File: src/rtl/pipe_muldiv_ctrl_pkg.sv
// ---------------------------------------------------------------------------
// pipe_defs
//   Shared definitions for the EX-stage multiply/divide sequencer:
//   operand width, mul/div op codes, sequencer state codes and small
//   op-decoding helpers.
// ---------------------------------------------------------------------------
package pipe_defs;

  localparam int XLEN = 32;

  typedef enum logic [1:0] {
    MD_MULT  = 2'b00,
    MD_MULTU = 2'b01,
    MD_DIV   = 2'b10,
    MD_DIVU  = 2'b11
  } md_op_e;

  typedef enum logic [1:0] {
    MD_IDLE = 2'b00,
    MD_CALC = 2'b01,
    MD_FIX  = 2'b10
  } md_state_e;

  // Signed variants take magnitudes and get a sign fix at the end.
  function automatic logic op_is_signed(input logic [1:0] op);
    return (op == MD_MULT) || (op == MD_DIV);
  endfunction

  function automatic logic op_is_div(input logic [1:0] op);
    return (op == MD_DIV) || (op == MD_DIVU);
  endfunction

endpackage

File: src/rtl/pipe_muldiv_ctrl_if.sv
// ---------------------------------------------------------------------------
// pipe_muldiv_ctrl_if
//   EX-stage <-> mul/div unit bundle.
//   master (EX side) drives : start, op, rs_val, rt_val, rd_req, wr_hi,
//                             wr_lo, wr_data, flush
//   slave  (mul/div unit)   : hi, lo, busy, stall, done
// ---------------------------------------------------------------------------
interface pipe_muldiv_ctrl_if
  import pipe_defs::*;
#(
  parameter int WIDTH = XLEN
);
  logic             start;
  logic [1:0]       op;
  logic [WIDTH-1:0] rs_val;
  logic [WIDTH-1:0] rt_val;
  logic             rd_req;
  logic             wr_hi;
  logic             wr_lo;
  logic [WIDTH-1:0] wr_data;
  logic             flush;
  logic [WIDTH-1:0] hi;
  logic [WIDTH-1:0] lo;
  logic             busy;
  logic             stall;
  logic             done;

  modport master (
    output start, op, rs_val, rt_val, rd_req, wr_hi, wr_lo, wr_data, flush,
    input  hi, lo, busy, stall, done
  );

  modport slave (
    input  start, op, rs_val, rt_val, rd_req, wr_hi, wr_lo, wr_data, flush,
    output hi, lo, busy, stall, done
  );
endinterface

File: src/rtl/pipe_muldiv_ctrl_iter_core.sv
// ---------------------------------------------------------------------------
// muldiv_iter_core
//   One combinational iteration on the {acc, q} pair.
//   Multiply : shift-add; q holds the multiplier, b the multiplicand.
//   Divide   : restoring step; q holds the dividend/quotient, b the divisor.
// Ports
//   is_div           select divide step (1) or multiply step (0)
//   acc, q, b        current partial state and second operand
//   acc_next, q_next state after one iteration
// ---------------------------------------------------------------------------
module muldiv_iter_core
  import pipe_defs::*;
#(
  parameter int WIDTH = XLEN
) (
  input  logic             is_div,
  input  logic [WIDTH-1:0] acc,
  input  logic [WIDTH-1:0] q,
  input  logic [WIDTH-1:0] b,
  output logic [WIDTH-1:0] acc_next,
  output logic [WIDTH-1:0] q_next
);
  logic [WIDTH:0] sum_s;
  logic [WIDTH:0] shl_s;
  logic           fits_s;

  // Single mul or div iteration
  always_comb begin
    sum_s  = {1'b0, acc} + {1'b0, b};
    shl_s  = {acc, q[WIDTH-1]};
    // Partial remainder stays below the divisor, so the difference fits WIDTH bits.
    fits_s = (shl_s >= {1'b0, b});
    if (is_div) begin
      if (fits_s) begin
        acc_next = shl_s[WIDTH-1:0] - b;
        q_next   = {q[WIDTH-2:0], 1'b1};
      end else begin
        acc_next = shl_s[WIDTH-1:0];
        q_next   = {q[WIDTH-2:0], 1'b0};
      end
    end else begin
      if (q[0]) begin
        acc_next = sum_s[WIDTH:1];
        q_next   = {sum_s[0], q[WIDTH-1:1]};
      end else begin
        acc_next = {1'b0, acc[WIDTH-1:1]};
        q_next   = {acc[0], q[WIDTH-1:1]};
      end
    end
  end
endmodule

File: src/rtl/pipe_muldiv_ctrl.sv
// ---------------------------------------------------------------------------
// pipe_muldiv_ctrl
//   Iterative MULT/MULTU/DIV/DIVU sequencer for the EX stage. Owns HI/LO,
//   serves MFHI/MFLO/MTHI/MTLO and stalls the pipe on conflicting accesses.
// Ports
//   clk  rising-edge clock
//   rst  synchronous active-low reset
//   ena  global enable, 0 freezes all state
//   bus  slave side of pipe_muldiv_ctrl_if (requests in, hi/lo/busy/stall/done out)
// ---------------------------------------------------------------------------
module pipe_muldiv_ctrl
  import pipe_defs::*;
#(
  parameter int WIDTH = XLEN
) (
  input  logic              clk,
  input  logic              rst,
  input  logic              ena,
  pipe_muldiv_ctrl_if.slave bus
);
  localparam int            CW       = $clog2(WIDTH);
  localparam logic [CW-1:0] CNT_LAST = CW'(WIDTH - 1);
  localparam logic [CW-1:0] CNT_ONE  = CW'(1);

  md_state_e          state_r, state_s;
  logic [CW-1:0]      count_r;
  logic [WIDTH-1:0]   acc_r, q_r, b_r, hi_r, lo_r;
  logic               is_div_r, quo_neg_r, rem_neg_r, div0_r, busy_r, done_r;
  logic [WIDTH-1:0]   acc_nx_s, q_nx_s, abs_a_s, abs_b_s, res_hi_s, res_lo_s;
  logic [2*WIDTH-1:0] prod_s;
  logic               sa_s, sb_s;

  muldiv_iter_core #(.WIDTH(WIDTH)) u_core (
    .is_div   (is_div_r),
    .acc      (acc_r),
    .q        (q_r),
    .b        (b_r),
    .acc_next (acc_nx_s),
    .q_next   (q_nx_s)
  );

  // Operand signs and magnitudes at issue
  always_comb begin
    sa_s    = op_is_signed(bus.op) & bus.rs_val[WIDTH-1];
    sb_s    = op_is_signed(bus.op) & bus.rt_val[WIDTH-1];
    abs_a_s = sa_s ? -bus.rs_val : bus.rs_val;
    abs_b_s = sb_s ? -bus.rt_val : bus.rt_val;
  end

  // Sign-corrected result written in FIX
  always_comb begin
    prod_s   = quo_neg_r ? -{acc_r, q_r} : {acc_r, q_r};
    res_hi_s = prod_s[2*WIDTH-1:WIDTH];
    res_lo_s = prod_s[WIDTH-1:0];
    if (is_div_r) begin
      // Remainder takes the dividend's sign; for a zero divisor this restores rs_val.
      res_hi_s = rem_neg_r ? -acc_r : acc_r;
      if (div0_r) begin
        res_lo_s = {WIDTH{1'b1}};
      end else if (quo_neg_r) begin
        res_lo_s = -q_r;
      end else begin
        res_lo_s = q_r;
      end
    end else begin
      res_hi_s = prod_s[2*WIDTH-1:WIDTH];
      res_lo_s = prod_s[WIDTH-1:0];
    end
  end

  // Next-state logic; flush always returns to IDLE
  always_comb begin
    state_s = state_r;
    case (state_r)
      MD_IDLE: state_s = bus.start ? MD_CALC : MD_IDLE;
      MD_CALC: state_s = (count_r == CNT_LAST) ? MD_FIX : MD_CALC;
      MD_FIX:  state_s = MD_IDLE;
      default: state_s = MD_IDLE;
    endcase
    if (bus.flush) begin
      state_s = MD_IDLE;
    end else begin
      state_s = state_s;
    end
  end

  // State register
  always_ff @(posedge clk) begin
    if (!rst) begin
      state_r <= MD_IDLE;
    end else if (ena) begin
      state_r <= state_s;
    end
  end

  // Datapath, HI/LO and status registers
  always_ff @(posedge clk) begin
    if (!rst) begin
      count_r   <= {CW{1'b0}};
      acc_r     <= {WIDTH{1'b0}};
      q_r       <= {WIDTH{1'b0}};
      b_r       <= {WIDTH{1'b0}};
      hi_r      <= {WIDTH{1'b0}};
      lo_r      <= {WIDTH{1'b0}};
      is_div_r  <= 1'b0;
      quo_neg_r <= 1'b0;
      rem_neg_r <= 1'b0;
      div0_r    <= 1'b0;
      busy_r    <= 1'b0;
      done_r    <= 1'b0;
    end else if (ena) begin
      done_r <= 1'b0;
      if (bus.flush) begin
        busy_r <= 1'b0;
      end else begin
        case (state_r)
          MD_IDLE: begin
            if (bus.wr_hi) hi_r <= bus.wr_data;
            if (bus.wr_lo) lo_r <= bus.wr_data;
            if (bus.start) begin
              acc_r     <= {WIDTH{1'b0}};
              q_r       <= abs_a_s;
              b_r       <= abs_b_s;
              is_div_r  <= op_is_div(bus.op);
              quo_neg_r <= sa_s ^ sb_s;
              rem_neg_r <= op_is_div(bus.op) & sa_s;
              div0_r    <= (bus.rt_val == {WIDTH{1'b0}});
              count_r   <= {CW{1'b0}};
              busy_r    <= 1'b1;
            end
          end
          MD_CALC: begin
            acc_r   <= acc_nx_s;
            q_r     <= q_nx_s;
            count_r <= count_r + CNT_ONE;
          end
          MD_FIX: begin
            hi_r   <= res_hi_s;
            lo_r   <= res_lo_s;
            busy_r <= 1'b0;
            done_r <= 1'b1;
          end
          default: busy_r <= 1'b0;
        endcase
      end
    end
  end

  assign bus.hi    = hi_r;
  assign bus.lo    = lo_r;
  assign bus.busy  = busy_r;
  assign bus.done  = done_r;
  // Any HI/LO access or new issue must wait while an op is in flight.
  assign bus.stall = busy_r & (bus.start | bus.rd_req | bus.wr_hi | bus.wr_lo);

endmodule

File: src/flat_wrapper.sv
// flat-port wrapper written by rule: the top's interface ports become plain ports
module pipe_muldiv_ctrl_flat import pipe_defs::*;
#(
  parameter int WIDTH = XLEN
)
  (clk, rst, ena, bus_start, bus_op, bus_rs_val, bus_rt_val, bus_rd_req, bus_wr_hi, bus_wr_lo, bus_wr_data, bus_flush, bus_hi, bus_lo, bus_busy, bus_stall, bus_done);
  pipe_muldiv_ctrl_if #(.WIDTH(WIDTH)) bus_i ();
  input  logic clk;
  input  logic rst;
  input  logic ena;
  input wire logic [$bits(bus_i.start)-1:0] bus_start;
  input wire logic [$bits(bus_i.op)-1:0] bus_op;
  input wire logic [$bits(bus_i.rs_val)-1:0] bus_rs_val;
  input wire logic [$bits(bus_i.rt_val)-1:0] bus_rt_val;
  input wire logic [$bits(bus_i.rd_req)-1:0] bus_rd_req;
  input wire logic [$bits(bus_i.wr_hi)-1:0] bus_wr_hi;
  input wire logic [$bits(bus_i.wr_lo)-1:0] bus_wr_lo;
  input wire logic [$bits(bus_i.wr_data)-1:0] bus_wr_data;
  input wire logic [$bits(bus_i.flush)-1:0] bus_flush;
  output wire logic [$bits(bus_i.hi)-1:0] bus_hi;
  output wire logic [$bits(bus_i.lo)-1:0] bus_lo;
  output wire logic [$bits(bus_i.busy)-1:0] bus_busy;
  output wire logic [$bits(bus_i.stall)-1:0] bus_stall;
  output wire logic [$bits(bus_i.done)-1:0] bus_done;
  assign bus_i.start = bus_start;
  assign bus_i.op = bus_op;
  assign bus_i.rs_val = bus_rs_val;
  assign bus_i.rt_val = bus_rt_val;
  assign bus_i.rd_req = bus_rd_req;
  assign bus_i.wr_hi = bus_wr_hi;
  assign bus_i.wr_lo = bus_wr_lo;
  assign bus_i.wr_data = bus_wr_data;
  assign bus_i.flush = bus_flush;
  assign bus_hi = bus_i.hi;
  assign bus_lo = bus_i.lo;
  assign bus_busy = bus_i.busy;
  assign bus_stall = bus_i.stall;
  assign bus_done = bus_i.done;
  pipe_muldiv_ctrl #(.WIDTH(WIDTH)) u_core (.clk(clk), .rst(rst), .ena(ena), .bus(bus_i));
endmodule
File: config.mk
export PLATFORM = sky130hd
export DESIGN_NAME = pipe_muldiv_ctrl_flat
export DESIGN_NICKNAME = d
export VERILOG_FILES = /design/src/rtl/pipe_muldiv_ctrl_pkg.sv /design/src/rtl/pipe_muldiv_ctrl_if.sv /design/src/rtl/pipe_muldiv_ctrl_iter_core.sv /design/src/rtl/pipe_muldiv_ctrl.sv /design/src/flat_wrapper.sv
export SDC_FILE = /design/constraint.sdc
export NUM_CORES = 1
export LEC_CHECK = 0
export CORE_MARGIN = 4
export CORE_UTILIZATION = 50
export CTS_BUF_LIST = sky130_fd_sc_hd__clkbuf_4 sky130_fd_sc_hd__clkbuf_8 sky130_fd_sc_hd__clkbuf_16
export CTS_CLUSTER_DIAMETER = 30
export DETAILED_ROUTE_END_ITERATION = 12
export MAX_ROUTING_LAYER = met4
export PLACE_DENSITY_LB_ADDON = 0.05
export SYNTH_ARGS = -nofsm -noshare
export SYNTH_HDL_FRONTEND = slang
export SYNTH_HIERARCHICAL = 1
export SYNTH_SLANG_ARGS = --single-unit
File: constraint.sdc
create_clock -name clk -period 3.45 [get_ports clk]
set_input_delay 0.69 -clock clk [delete_from_list [all_inputs] [get_ports clk]]
set_output_delay 0.69 -clock clk [all_outputs]
set_load 0.05 [all_outputs]
* Word-level counts from Yosys, hierarchy flattened
Index checks and enable logic that the tools add are counted. W data, S select, Z words.
Cells by class: add/subtract/negate cells 8, muxes and demuxes 33, bitwise operators 9, order comparisons 1, equal/unequal tests 10, reductions and logical operators 12
Operators by type and width (number):
- $mux W32 | 16
- $pmux W32 S2 | 4
- $neg A32 Y32 | 4
- $mux W64 | 1
- $neg A64 Y64 | 1
- $add A32 B32 Y33 | 1
- $ge A33 B32 Y1 | 1
- $logic_not A32 Y1 | 1
- $sub A32 B32 Y32 | 1
- $reduce_and A4 Y1 | 4
- $pmux W5 S2 | 1
- $ne A2 B2 Y1 const B | 4
- $eq A2 B2 Y1 const B | 3
- $mux W1 | 6
- $add A5 B1 Y5 const B | 1
- $eq A5 B5 Y1 const B | 1
- $mux W5 | 1
- $and A1 B1 Y1 | 4
- $logic_not A2 Y1 | 2
- $mux W2 | 2
- $pmux W2 S2 | 1
- $reduce_bool A2 Y1 | 2
- $ne A3 B3 Y1 const B | 1
- $or A1 B1 Y1 | 3
- other kinds (6) | 7
Word-level totals: register bits after elaboration 173, output and inout port bits 67

* Depth between registers and ports, before layout
depth after elaboration 6, mapped depth 16, depth with buffers taken out 15

* Hierarchy
Netlist, hierarchy kept.
By module, submodules not included:
- pipe_muldiv_ctrl | times used 1, area an instance 9947.0 sq um, cells each 1273, seq. area each 3463.3 sq um
- muldiv_iter_core | times used 1, area an instance 4923.5 sq um, cells each 720, seq. area each 0.0 sq um

* Worst setup path before layout
Ideal clock, no wire load.
path kind register to register, start reg u_core.acc_r[6], end reg u_core.acc_r[30], stages on the path, launching flop included 13, period minus slack after synthesis 2907 ps, slack 543 ps, buffers on the path 0, arrival 2779 ps, setup time 128 ps, cells stage by stage dfxtp_1 ha_1 a21oi_1 o22ai_1 or3_4 o311ai_4 a21oi_1 o41ai_1 mux2i_1 nor2_1 a311o_1 a22oi_1 nor2_1
Between the ends: word-level cells in the longest chain between the ends 4, elaborated cells between the ends (all ways) 7, classes of those cells add/sub (2); order compare (1); mux (4)
RTL lines:
- start, declared | line pipe_muldiv_ctrl.sv:27 | logic [WIDTH-1:0] acc_r, q_r, b_r, hi_r, lo_r;
- start signal, assigned | line pipe_muldiv_ctrl.sv:100 | acc_r <= {WIDTH{1'b0}};
- start signal, assigned | line pipe_muldiv_ctrl.sv:121 | acc_r <= {WIDTH{1'b0}};
- start signal, assigned | line pipe_muldiv_ctrl.sv:133 | acc_r <= acc_nx_s;
- $add A32 B32 Y33, or another cell as far along | line pipe_muldiv_ctrl_iter_core.sv:29 | sum_s = {1'b0, acc} + {1'b0, b};
- $mux W32 (on tied branches) | line pipe_muldiv_ctrl_iter_core.sv:42, pipe_muldiv_ctrl_iter_core.sv:34
- $mux W32 * | line pipe_muldiv_ctrl_iter_core.sv:33 | if (is_div) begin
- via u_core.acc_nx_s[30] | line pipe_muldiv_ctrl.sv:29 | logic [WIDTH-1:0] acc_nx_s, q_nx_s, abs_a_s, abs_b_s, res_hi_s, res_lo_s;
- $pmux W32 S2 * | line pipe_muldiv_ctrl.sv:116 | case (state_r)
The timed path passes the listed nets; every way through them passes the cells marked *. A chain may end at the register's enable or synchronous reset.

* Worst setup path after layout
start reg u_core.acc_r[0], end reg u_core.acc_r[3]
The elaborated chain is that of the path after synthesis.

==> flow_metrics.tcl <==
set metrics [dict create \
    status "finished clean" \
    rsz0062_at_grt "false" \
    fin_crit_sh 0.9798 \
    dp_cells 2529 \
    worstSetupStartpoint "u_core/acc_r[0]" \
    numCtsBuffers 17 \
    grtUsageTotal 0.3287 \
    syn_nets 2171 \
    synth_edf_count 0 \
    core_area_um2 29010 \
    routedWlPerCell_um 21.39 \
    place_congestion 1.029 \
    cts_hold_buffers 0 \
    wl_mm 54.94 \
    rr_startpoint "u_core/acc_r[0]" \
    async_flop_share 0 \
    yosys-top-cells-area "dfxtp_1, a21oi_1, ha_1" \
    final_layout_size_suffix_gt1_frac 0.1103 \
    p_per_area_nw_per_um2 330.3 \
    port_buffers 172 \
    worst_ir_drop_vdd_mv 0.3326 \
    worst_pin_slew_ns 1.186 \
    cp_cell_sequence "buf_4 -> ha_1 -> nor2b_2 -> o21ba_2 -> o211ai_1 -> a31oi_2 -> nor3_4 -> o41ai_4 -> buf_4 -> buf_4 -> buf_6 -> o21ai_0 -> a21oi_1 -> a22oi_1 -> nor2_1" \
    hold_viol_final 0 \
    startpoint_type "flip-flop" \
    rows 62 \
    cts-root-buf "clkbuf_16" \
    slew_violations 0 \
    diodes 0 \
    final_antenna_net_count 0 \
    final_cells 2568 \
    seq_area_frac_synth 0.2329 \
    hpwl_mm 41.85 \
    cts.clk_slew.worst_paths_ns 0.07 \
    critPathCaptureType "flip-flop" \
    hold_class "flip-flop to flip-flop" \
    cpMaxStageDelayCell "dfxtp_1" \
    fin_ws_ns 0.06968 \
    dieArea_um2 32560 \
    drt-initial-drc-count 1846 \
    dieHeight_um 180.5 \
    start_util 0.5125 \
    synth_top_area_cell "dfxtp_1" \
    clock_latency_ns 0.46 \
    path_common_cell "buf_4" \
    synth_top_area_frac 0.2329 \
    finalClockSkew_ns 0.01503 \
    die_x_um 180.5 \
    slowest_delay_ns 0.45 \
    grt_pass1_vias 14940 \
    clock.fmax_ghz 0.2958 \
    crit_buf_inv 4 \
    netlist_area_um2 14870 \
    cp.arrival_ns 3.69 \
    synth-seq-cells 173 \
    p_leak_uw 0.006962 \
    syn_to_final_growth_pct 21.85 \
    ios 173 \
    antenna_found_initial 0 \
    grt_max_degree 74 \
    dpl_cell_area_um2 17350 \
    crit_fanout 21 \
    synth_area_per_cell_um2 7.461 \
    viasPerCell 6.366 \
    cts_tree "yes" \
    crit_family "compound AO/OA/AOI/OAI gates" \
    netlist_instances 1993 \
    yosys_warnings 6 \
    clkSinkCount 173 \
    min-delay-start "u_core/bus.lo[14]" \
    grt_first_pass_wirelength_mm 84.50 \
    drc 0 \
    finalSetupViolCount 0 \
    final_net_count 2350 \
    relSlewSlack 0.2076 \
    period_minus_slack_ns 3.380 \
    crit_type "flip-flop to flip-flop" \
    drt_pass1_iterations 5 \
    clk_path_buf_depth 2 \
    ys.flop_type "dfxtp_1" \
    worst_ep_required_time_ns 3.76 \
    overflow 0 \
    num_vias 16350 \
    htreeDepth 4 \
    fin_setup_tns_ns 0 \
    synth.distinct_cells 96 \
    fin_area_um2 18120 \
    dp_slack_ns 0.1753 \
    drv_cap 0 \
]
[cell usage after synthesis (5+ instances only)]
cell,instances
o211ai_1,29
ha_1,70
a21oi_1,190
dfxtp_1,173
and3_1,12
or2_2,6
a21o_1,34
buf_1,8
and2_1,5
o41ai_1,17
a2bb2oi_1,5
nand2_1,208
o21ai_0,130
nor3_1,42
a22oi_1,35
o21a_1,11
a211oi_1,37
o31ai_1,37
nand2b_1,19
inv_1,69
mux2i_1,28
xor2_1,58
nor2_1,176
clkbuf_1,99
xnor2_1,97
a41oi_1,5
a221oi_1,7
a31oi_1,25
o22ai_1,8
or4_1,14
nor4_1,29
nand4_1,17
nor2b_1,20
nand3_1,46
o21ai_1,6
mux2_2,31
o21bai_1,7
or3_1,32
o221ai_1,45
[flip-flops by register name, summed over array words and instances, names as in the netlist]
signal and cells:
u_core/acc_r 32, u_core/b_r 32, u_core/bus.hi 32, u_core/bus.lo 32, u_core/q_r 32, u_core/count_r 5, u_core/state_r 2, u_core/bus.busy 1
u_core/bus.done 1, u_core/div0_r 1, u_core/is_div_r 1, u_core/quo_neg_r 1, u_core/rem_neg_r 1
[path summary, 6_finish.rpt]
path                            end  slack [ns]  depth (start not counted)
setup / recovery    u_core/acc_r[3]        0.07                         15
setup reg to reg    u_core/acc_r[3]        0.07                         15
hold reg to reg   u_core/bus.lo[14]        0.45                          2
hold / removal    u_core/bus.lo[14]        0.45                          2
[cell usage in the layout, fill, tap and decap left out, drive strengths merged, types with 21 or more instances in the layout]
| cell type | count |
|---|---|
| or3 | 34 |
| xnor2 | 97 |
| inv | 73 |
| a21oi | 194 |
| nand2 | 208 |
| dfxtp | 173 |
| mux2i | 28 |
| a21o | 34 |
| o211ai | 29 |
| o221ai | 45 |
| mux2 | 31 |
| a22oi | 37 |
| a31oi | 27 |
| ha | 70 |
| nand3 | 46 |
| clkbuf | 21 |
| o31ai | 37 |
| o21ai | 136 |
| nor3 | 45 |
| a211oi | 37 |
| clkdlybuf4s50 | 171 |
| buf | 112 |
| xor2 | 58 |
| nor2 | 176 |
| nor4 | 31 |
[what timing repair did]
item / 4_1_cts / 5_1_grt
setup buffers: 0 / 6
setup endpoints to repair: 0 / 23
endpoints found under the hold margin: 0 / 0
resized for setup: 0 / 19
[cell type report]
cell class | count | area, um^2
clock inverters | 11 | 152.6
inverters | 71 | 267.8
clock buffers | 20 | 471.7
repair buffers | 284 | 2599
multi-input cells | 1625 | 10680
fillers | 2701 | 10890
well taps | 384 | 480.5
flip-flops and latches | 173 | 3471
[tightest hold or removal path: cells and delay by family (launching register included)]
| kind | cells | cell delay [ns] |
|---|---|---|
| simple gates | 2 | 0.09 |
| flops | 1 | 0.32 |
[stage by stage]
stage	power [uW]	hold slack, ns	util
after global placement	3806	0.4303	0.5980
after global routing	6219	0.4732	0.6245
after floorplan	3243	0.4492	-
after CTS	5913	0.4474	0.6195
final	5985	0.4462	0.6245
after detailed placement	3815	0.4359	0.5980
[power breakdown]
group          internal [uW]  switching (uW)
clock                   1210             896
sequential              2070            95.4
combinational            682            1030
total                   3970            2020
[kinds of logic (layout without fill, tap and decap cells)]
group                      after synthesis  in the layout  synth area share
AOI/OAI and AO/OA                      674            674            0.2977
xor gates and xnor gates               155            155           0.09129
adders and majority gates               72             72           0.06159
buffers and inverters                  195            386           0.05629
DFF                                    173            173            0.2329
muxes                                   59             59           0.04232
and+or+nand+nor                        665            665            0.2179
[per-layer routing]
layer  track usage  wire length [um]
met4       0.08469              1414
met2        0.4745             23600
met5             -                 0
met3       0.06520              4822
met1        0.4704             25100
No activity file was read; power rests on OpenSTA's default activity.
